File: src/rtl/mmcm_drp_ctrl_pkg.sv
// Shared types and the configuration ROM contents for the MMCM DRP reconfiguration controller.
// Each table entry is a read-modify-write: mask bit 1 keeps the bit read back from the MMCM.
package mmcm_drp_pkg;

  localparam int NUM_CFG    = 4;
  localparam int NUM_REGS   = 8;
  localparam int DRP_ADDR_W = 7;
  localparam int DRP_DATA_W = 16;
  localparam int CFG_W      = (NUM_CFG > 1) ? $clog2(NUM_CFG) : 1;
  // One bit wider than a legal index so out-of-range requests can be expressed and rejected.
  localparam int CFG_SEL_W  = $clog2(NUM_CFG + 1);
  localparam int IDX_W      = (NUM_REGS > 1) ? $clog2(NUM_REGS) : 1;

  typedef enum logic [3:0] {
    ST_IDLE,
    ST_ASSERT_RST,
    ST_ROM_RD,
    ST_DRP_READ,
    ST_WAIT_RD,
    ST_DRP_WRITE,
    ST_WAIT_WR,
    ST_RELEASE,
    ST_WAIT_LOCK,
    ST_DONE,
    ST_ERROR
  } drp_state_t;

  typedef struct packed {
    logic [DRP_ADDR_W-1:0] addr;
    logic [DRP_DATA_W-1:0] mask;
    logic [DRP_DATA_W-1:0] data;
  } drp_entry_t;

  localparam drp_entry_t CFG_TABLE [NUM_CFG][NUM_REGS] = '{
    '{ '{7'h08, 16'h1000, 16'h0104}, '{7'h09, 16'hFC00, 16'h0040}, '{7'h0A, 16'h1000, 16'h0145},
       '{7'h0B, 16'hFC00, 16'h0000}, '{7'h14, 16'h1000, 16'h0410}, '{7'h15, 16'hFC00, 16'h0080},
       '{7'h16, 16'hC000, 16'h1041}, '{7'h18, 16'hFC00, 16'h00FA} },
    '{ '{7'h08, 16'h1000, 16'h0145}, '{7'h09, 16'hFC00, 16'h0080}, '{7'h0A, 16'h1000, 16'h0104},
       '{7'h0B, 16'hFC00, 16'h0000}, '{7'h14, 16'h1000, 16'h0208}, '{7'h15, 16'hFC00, 16'h0040},
       '{7'h16, 16'hC000, 16'h1041}, '{7'h18, 16'hFC00, 16'h00FA} },
    '{ '{7'h08, 16'h1000, 16'h0186}, '{7'h09, 16'hFC00, 16'h0000}, '{7'h0A, 16'h1000, 16'h0082},
       '{7'h0B, 16'hFC00, 16'h0000}, '{7'h14, 16'h1000, 16'h0145}, '{7'h15, 16'hFC00, 16'h0040},
       '{7'h16, 16'hC000, 16'h1041}, '{7'h18, 16'hFC00, 16'h007D} },
    '{ '{7'h08, 16'h1000, 16'h0208}, '{7'h09, 16'hFC00, 16'h0080}, '{7'h0A, 16'h1000, 16'h0104},
       '{7'h0B, 16'hFC00, 16'h0040}, '{7'h14, 16'h1000, 16'h0186}, '{7'h15, 16'hFC00, 16'h0000},
       '{7'h16, 16'hC000, 16'h1041}, '{7'h18, 16'hFC00, 16'h00C8} }
  };

  function automatic logic [DRP_DATA_W-1:0] merge_wdata(input logic [DRP_DATA_W-1:0] rd,
                                                        input drp_entry_t e);
    return (rd & e.mask) | (e.data & ~e.mask);
  endfunction

endpackage

File: src/rtl/mmcm_drp_ctrl_if.sv
// DRP bus plus MMCM reset/lock, seen from the controller (master) or the MMCM (slave).
interface mmcm_drp_ctrl_if;
  import mmcm_drp_pkg::*;

  // o_den is a one-cycle request (o_dwe qualifies it as a write); the MMCM answers each
  // request with exactly one i_drdy pulse, carrying i_do for reads. No new request until then.
  logic [DRP_ADDR_W-1:0] o_daddr;
  logic [DRP_DATA_W-1:0] o_di;
  logic                  o_den;
  logic                  o_dwe;
  logic [DRP_DATA_W-1:0] i_do;
  logic                  i_drdy;
  logic                  o_mmcm_rst;
  logic                  i_locked;

  modport master (
    output o_daddr, o_di, o_den, o_dwe, o_mmcm_rst,
    input  i_do, i_drdy, i_locked
  );

  modport slave (
    input  o_daddr, o_di, o_den, o_dwe, o_mmcm_rst,
    output i_do, i_drdy, i_locked
  );

endinterface

File: src/rtl/mmcm_drp_ctrl_rom.sv
// Registered lookup of the configuration table; the entry appears one cycle after en_i.
module mmcm_drp_rom
  import mmcm_drp_pkg::*;
(
  input  logic             clk_i,
  input  logic             rst_i,
  input  logic             en_i,
  input  logic [CFG_W-1:0] cfg_i,
  input  logic [IDX_W-1:0] idx_i,
  output drp_entry_t       entry_o
);

  drp_entry_t entry_q;

  always_ff @(posedge clk_i or posedge rst_i) begin
    if (rst_i) begin
      entry_q <= '0;
    end else if (en_i) begin
      entry_q <= CFG_TABLE[cfg_i][idx_i];
    end
  end

  assign entry_o = entry_q;

endmodule

File: src/rtl/mmcm_drp_ctrl.sv
// MMCM runtime reconfiguration sequencer: holds the MMCM in reset, read-modify-writes every
// DRP register of the chosen configuration, releases reset and waits for lock.
module mmcm_drp_ctrl
  import mmcm_drp_pkg::*;
#(
  parameter int DRDY_TIMEOUT = 64,
  parameter int LOCK_TIMEOUT = 65536
) (
  input  logic                 i_clk,
  input  logic                 i_reset,
  input  logic                 i_reconfig_req,
  input  logic [CFG_SEL_W-1:0] i_cfg_sel,
  output logic                 o_busy,
  output logic                 o_done,
  output logic                 o_error,
  output logic                 o_locked,
  output drp_state_t           o_state,
  mmcm_drp_ctrl_if.master      drp
);

  localparam int CNT_W = $clog2(LOCK_TIMEOUT + 1);
  localparam logic [CNT_W-1:0] DRDY_LAST = CNT_W'(DRDY_TIMEOUT - 1);
  localparam logic [CNT_W-1:0] LOCK_LAST = CNT_W'(LOCK_TIMEOUT - 1);
  localparam logic [IDX_W-1:0] IDX_LAST  = IDX_W'(NUM_REGS - 1);

  drp_state_t            state_q;
  logic [CFG_W-1:0]      cfg_q;
  logic [IDX_W-1:0]      idx_q;
  logic [CNT_W-1:0]      cnt_q;
  logic                  busy_q, done_q, error_q, mmcm_rst_q, den_q, dwe_q;
  logic [DRP_DATA_W-1:0] di_q;
  drp_entry_t            entry;
  logic                  rom_en;
  logic                  cfg_ok;

  assign rom_en = (state_q == ST_ROM_RD);
  assign cfg_ok = (i_cfg_sel < CFG_SEL_W'(NUM_CFG));

  mmcm_drp_rom u_rom (
    .clk_i   (i_clk),
    .rst_i   (i_reset),
    .en_i    (rom_en),
    .cfg_i   (cfg_q),
    .idx_i   (idx_q),
    .entry_o (entry)
  );

  always_ff @(posedge i_clk or posedge i_reset) begin
    if (i_reset) begin
      state_q    <= ST_RELEASE;
      cfg_q      <= '0;
      idx_q      <= '0;
      cnt_q      <= '0;
      busy_q     <= 1'b1;
      done_q     <= 1'b0;
      error_q    <= 1'b0;
      mmcm_rst_q <= 1'b1;
      den_q      <= 1'b0;
      dwe_q      <= 1'b0;
      di_q       <= '0;
    end else begin
      den_q  <= 1'b0;
      dwe_q  <= 1'b0;
      done_q <= 1'b0;
      cnt_q  <= '0;
      case (state_q)
        ST_IDLE, ST_DONE, ST_ERROR: begin
          if (i_reconfig_req) begin
            cfg_q      <= i_cfg_sel[CFG_W-1:0];
            idx_q      <= '0;
            mmcm_rst_q <= 1'b1;
            if (cfg_ok) begin
              state_q <= ST_ASSERT_RST;
              busy_q  <= 1'b1;
              error_q <= 1'b0;
            end else begin
              state_q <= ST_ERROR;
              busy_q  <= 1'b0;
              error_q <= 1'b1;
            end
          end else if (state_q == ST_DONE) begin
            state_q <= ST_IDLE;
          end
        end
        ST_ASSERT_RST: state_q <= ST_ROM_RD;
        ST_ROM_RD: begin
          state_q <= ST_DRP_READ;
          den_q   <= 1'b1;
        end
        // The DEN cycle itself counts toward the DRDY budget, so wait states start at 1.
        ST_DRP_READ: begin
          state_q <= ST_WAIT_RD;
          cnt_q   <= CNT_W'(1);
        end
        ST_WAIT_RD: begin
          if (drp.i_drdy) begin
            di_q    <= merge_wdata(drp.i_do, entry);
            state_q <= ST_DRP_WRITE;
            den_q   <= 1'b1;
            dwe_q   <= 1'b1;
          end else if (cnt_q == DRDY_LAST) begin
            state_q <= ST_ERROR;
            error_q <= 1'b1;
            busy_q  <= 1'b0;
          end else begin
            cnt_q <= cnt_q + 1'b1;
          end
        end
        ST_DRP_WRITE: begin
          state_q <= ST_WAIT_WR;
          cnt_q   <= CNT_W'(1);
        end
        ST_WAIT_WR: begin
          if (drp.i_drdy) begin
            if (idx_q == IDX_LAST) begin
              state_q <= ST_RELEASE;
            end else begin
              idx_q   <= idx_q + 1'b1;
              state_q <= ST_ROM_RD;
            end
          end else if (cnt_q == DRDY_LAST) begin
            state_q <= ST_ERROR;
            error_q <= 1'b1;
            busy_q  <= 1'b0;
          end else begin
            cnt_q <= cnt_q + 1'b1;
          end
        end
        ST_RELEASE: begin
          mmcm_rst_q <= 1'b0;
          state_q    <= ST_WAIT_LOCK;
        end
        ST_WAIT_LOCK: begin
          if (drp.i_locked) begin
            state_q <= ST_DONE;
            done_q  <= 1'b1;
            busy_q  <= 1'b0;
          end else if (cnt_q == LOCK_LAST) begin
            state_q    <= ST_ERROR;
            error_q    <= 1'b1;
            busy_q     <= 1'b0;
            mmcm_rst_q <= 1'b1;
          end else begin
            cnt_q <= cnt_q + 1'b1;
          end
        end
        default: begin
          state_q    <= ST_ERROR;
          error_q    <= 1'b1;
          busy_q     <= 1'b0;
          mmcm_rst_q <= 1'b1;
        end
      endcase
    end
  end

  assign drp.o_daddr    = entry.addr;
  assign drp.o_di       = di_q;
  assign drp.o_den      = den_q;
  assign drp.o_dwe      = dwe_q;
  assign drp.o_mmcm_rst = mmcm_rst_q;

  assign o_busy   = busy_q;
  assign o_done   = done_q;
  assign o_error  = error_q;
  assign o_state  = state_q;
  assign o_locked = drp.i_locked && ((state_q == ST_IDLE) || (state_q == ST_DONE));

endmodule

File: src/flat_wrapper.sv
// flat-port wrapper written by rule: the top's interface ports become plain ports
module mmcm_drp_ctrl_flat import mmcm_drp_pkg::*;
#(
  parameter int DRDY_TIMEOUT = 64,
  parameter int LOCK_TIMEOUT = 65536
)
  (i_clk, i_reset, i_reconfig_req, i_cfg_sel, o_busy, o_done, o_error, o_locked, o_state, drp_o_daddr, drp_o_di, drp_o_den, drp_o_dwe, drp_o_mmcm_rst, drp_i_do, drp_i_drdy, drp_i_locked);
  mmcm_drp_ctrl_if drp_i ();
  input  logic i_clk;
  input  logic i_reset;
  input  logic i_reconfig_req;
  input  logic [CFG_SEL_W-1:0] i_cfg_sel;
  output logic o_busy;
  output logic o_done;
  output logic o_error;
  output logic o_locked;
  output drp_state_t o_state;
  output wire logic [$bits(drp_i.o_daddr)-1:0] drp_o_daddr;
  output wire logic [$bits(drp_i.o_di)-1:0] drp_o_di;
  output wire logic [$bits(drp_i.o_den)-1:0] drp_o_den;
  output wire logic [$bits(drp_i.o_dwe)-1:0] drp_o_dwe;
  output wire logic [$bits(drp_i.o_mmcm_rst)-1:0] drp_o_mmcm_rst;
  input wire logic [$bits(drp_i.i_do)-1:0] drp_i_do;
  input wire logic [$bits(drp_i.i_drdy)-1:0] drp_i_drdy;
  input wire logic [$bits(drp_i.i_locked)-1:0] drp_i_locked;
  assign drp_o_daddr = drp_i.o_daddr;
  assign drp_o_di = drp_i.o_di;
  assign drp_o_den = drp_i.o_den;
  assign drp_o_dwe = drp_i.o_dwe;
  assign drp_o_mmcm_rst = drp_i.o_mmcm_rst;
  assign drp_i.i_do = drp_i_do;
  assign drp_i.i_drdy = drp_i_drdy;
  assign drp_i.i_locked = drp_i_locked;
  mmcm_drp_ctrl #(.DRDY_TIMEOUT(DRDY_TIMEOUT), .LOCK_TIMEOUT(LOCK_TIMEOUT)) u_core (.i_clk(i_clk), .i_reset(i_reset), .i_reconfig_req(i_reconfig_req), .i_cfg_sel(i_cfg_sel), .o_busy(o_busy), .o_done(o_done), .o_error(o_error), .o_locked(o_locked), .o_state(o_state), .drp(drp_i));
endmodule
File: config.mk
export PLATFORM = sky130hd
export DESIGN_NAME = mmcm_drp_ctrl_flat
export DESIGN_NICKNAME = d
export VERILOG_FILES = /design/src/rtl/mmcm_drp_ctrl_pkg.sv /design/src/rtl/mmcm_drp_ctrl_if.sv /design/src/rtl/mmcm_drp_ctrl_rom.sv /design/src/rtl/mmcm_drp_ctrl.sv /design/src/flat_wrapper.sv
export SDC_FILE = /design/constraint.sdc
export NUM_CORES = 1
export LEC_CHECK = 0
export CORE_MARGIN = 2
export CORE_UTILIZATION = 54
export CTS_CLUSTER_DIAMETER = 200
export DETAILED_ROUTE_END_ITERATION = 10
export PLACE_DENSITY = 0.76
export SKIP_LAST_GASP = 1
export SLEW_MARGIN = 30
export SYNTH_ARGS = -nofsm -noshare
export SYNTH_HDL_FRONTEND = slang
export SYNTH_SLANG_ARGS = --single-unit
export TNS_END_PERCENT = 50
File: constraint.sdc
create_clock -name i_clk -period 2.3 [get_ports i_clk]
set_input_delay 0.46 -clock i_clk [delete_from_list [all_inputs] [get_ports i_clk]]
set_output_delay 0.46 -clock i_clk [all_outputs]
set_load 0.02 [all_outputs]
==> results.toml <==
[clock_network]
post_cts_hold_buffer_count = 0
htree_num_levels = 3
clk_latency_ns = 0.34
cts.sink_count = 68
clk_transition_reported_paths_ns = 0.07
cts_root_buffer = "sky130_fd_sc_hd__clkbuf_8"
clk_path_buf_depth = 2
tritoncts_clock_tree = "built"
cts_buffers = 9

[setup_path]
critical_path.max_fanout = 24
critical-path-max-stage-delay_ns = 0.75
worst-r2r-cell-count = 11
cp_data_required_time_ns = 1.84
cp.buffers_inverters = 1
end_kind = "output port"
path_depth = 1
worst-setup-path-type = "register to output port"
startpoint_type = "register"
timing.critical_path.cells = "clkdlybuf4s50_1"
critPathArrivalTime_ns = 1.74
crit_slowest_cell = "sky130_fd_sc_hd__dfstp_4"
critical-path-top-delay-family = "flip-flops"

[power]
power_leakage_nw = 1.964
post-layout-total-power_w = 0.004748
power.share.clock = 0.208
swShare = 0.3868
power_switching_w = 0.001837
comb_power_share = 0.415
worst_ir_drop_vdd_uv = 1017
p_int_w = 0.002912
seq_power_share = 0.377
power.density_cell_area_nw_per_um2 = 1084

[grt]
number_of_antenna_violations_at_the_first_check_in_global_routing = 0
groute.layer.met2.usage = 0.3411
grt_most_used_layer = "met2"
grt_pass1_wl_um = 13300
globalRouteOverflowTotal = 0
first_global_vias = 2824
gr-usage-met3 = 0.05101
grt_start_max_net_pins = 51
gr-usage-all-layers = 0.2270
grt_use_met1 = 0.3231

[sta]
fmaxAchievable_ghz = 0.4555
layout_worst_path_cycle_share = 0.9544
final_hold_viol_count = 0
drv_slew = 0
timing.clock.skew_ns = 0.006956
max_slew.worst_pin.slew_ns = 0.5399
final.hold.worst_slack_ns = 0.4458
finalSetupViolations = 0
period_minus_slack_ns = 2.195
maxSlewHeadroom = 0.6401
grt_setup_unrepaired = "yes"

[logic_synthesis]
synth-seq-area-share = 0.4700
synth_ff_type = "sky130_fd_sc_hd__dfrtp_1"
count_of_flip_flops_with_a_built_in_enable_after_synthesis = 0
mappedNetlistArea_um2 = 3633
asyncSetResetFlopFracSynth = 1.000
synth.area.mux_share = 0.02617
synth_compound_area_frac = 0.1212
synth.avg_cell_area_um2 = 9.061
yosysUniqueCellTypes = 51
synth_fa_ha_area_frac = 0.05716
synth_warnings = 0
synth.largest_area_cell = "sky130_fd_sc_hd__dfrtp_1"
post-synth-top-area-fraction = 0.4339
synth.ff_latch_count = 68
post_synth_inst_count = 401
synth_xor_area_frac = 0.04098
post_synth_main_area_contributors = "sky130_fd_sc_hd__dfrtp_1 (43%), sky130_fd_sc_hd__nand2_1 (8.8%), sky130_fd_sc_hd__ha_1 (5.2%)"
synth_simple_gate_area_frac = 0.2287
synth_top_family_by_area = "simple AND/OR/NAND/NOR gates"

[floorplanning]
floorplan.die.width_um = 86.03
initial_core_util = 0.5658
design.portCount = 58
die_h_um = 86.03
core.rowCount = 29
area_of_the_die_um2 = 7401
core-area_um2 = 6422

[place]
buffers_on_ports = 45
hpwlAfterDp_um = 5319
place_area_um2 = 4163
gp_weighted_congestion = 0.8932

[route]
detail-route-antenna-nets = 0
detail_route.vias_per_cell = 5.578
drtPass1Iterations = 4
dr_total_vias = 2951
drt-wirelength-per-cell_um = 14.50
drc = 0
detail_route.iter0.violations = 149
wirelength_um = 7671

[min_path]
min_path_type = "input port to asynchronous set/reset pin"

[cells_and_area]
fin_area_um2 = 4382
final_common_cell = "sky130_fd_sc_hd__nand2_1"
num_antenna_cells = 0
area_delta_synth_final_pct = 20.59
layout-drive-gt1-share = 0.1062
final_cell_mix = "sky130_fd_sc_hd__nand2_1 (85), sky130_fd_sc_hd__dfrtp_1 (63), sky130_fd_sc_hd__clkdlybuf4s50_1 (44)"
nets = 486

[status]
status = "complete, no violations"

[flow_run]
drv_cap = 0
cell usage after synthesis, drive strengths merged, types with 2 or more instances:
library cell,n
a31oi,6
dfrtp,63
or3,2
o21a,3
and3,8
nor2b,4
maj3,2
o31ai,2
dfstp,5
mux2i,5
nand3,17
and4,3
inv,14
nand4,7
xor2,11
and2,2
nand2b,8
a21oi,7
o22a,3
o211ai,5
o221ai,3
o21ai,27
o31a,2
nand2,85
clkbuf,14
buf,14
mux2,4
xnor2,6
nor3,4
nor4,5
ha,15
nor2,32
cells by family (layout without fill, tap and decap cells):
logic type / count (synthesis) / count (layout)
and+or+nand+nor: 180 / 180
DFF: 68 / 68
AOI/OAI and AO/OA: 67 / 67
buffers and inverters: 42 / 92
adders and majority gates: 17 / 17
xor gates and xnor gates: 17 / 17
muxes: 9 / 9
other: 1 / 2
final timing paths:
check / from / end / slack (ns)
worst max-delay path: u_core.o_state[1] / o_state[1] / 0.10
worst min-delay path: i_reset / u_core.drp.o_dwe / 0.45
worst max register to register: u_core.cnt_q[1] / u_core.drp.o_mmcm_rst / 0.18
worst min register to register: u_core.u_rom.entry_o[7] / u_core.drp.o_di[7] / 0.47
max in group asynchronous: i_reset / u_core.o_busy / 1.19
min in group i_clk: u_core.u_rom.entry_o[7] / u_core.drp.o_di[7] / 0.47
stage by stage:
step                      utilization  setup WS [ns]   TNS (ns)  instances
final                          0.6823         0.1048          0        529
after global routing           0.6823       -0.04262   -0.06412        529
after CTS                      0.6793        0.01960          0        527
after detailed placement       0.6482       -0.02419   -0.02419        511
after global placement         0.6482      -0.007849  -0.007849        511
after floorplan                     -         0.1368          0        402
power by group through the flow:
stage / clock (W) / combinational (W) / sequential, W
after floorplan: 0 / 0.00125 / 0.00185
after global placement: 0 / 0.00190 / 0.00179
after detailed placement: 0 / 0.00195 / 0.00180
after CTS: 0.00101 / 0.00196 / 0.00178
after global routing: 0.00106 / 0.00217 / 0.00184
final: 0.000986 / 0.00197 / 0.00179
area by class of cell:
cell class,instances,area (um^2)
Clock buffer,10,137.6
Multi-Input combinational cell,292,1730
Tap cell,77,96.34
Clock inverter,6,63.81
Fill cell,523,2041
Inverter,14,52.55
Sequential cell,68,1712
Timing Repair Buffer,62,589.3
sequential cells by signal (all words and copies together), names as in the netlist:
signal	count
u_core.o_busy	1
u_core.cnt_q	17
u_core.o_done	1
u_core.idx_q	3
u_core.drp.o_mmcm_rst	1
u_core.o_error	1
u_core.o_state	4
u_core.u_rom.entry_o	20
u_core.drp.o_dwe	1
u_core.drp.o_di	16
u_core.cfg_q	2
u_core.drp.o_den	1
layer usage:
| layer | up-vias | wire (um) |
|---|---|---|
| li1 | 1453 | - |
| met1 | 1403 | 3774 |
| met2 | 81 | 3387 |
| met3 | 14 | 373 |
| met4 | 0 | 135 |
| met5 | - | 0 |
what timing repair did:
| action | 4_1_cts | 5_1_grt |
|---|---|---|
| gates resized for setup | 1 | 1 |
| gates cloned | 0 | 0 |
| pin swaps | 0 | 0 |
| setup endpoints to repair | 1 | 4 |
| setup buffers | 0 | 2 |
No activity file was read; power rests on OpenSTA's default activity.
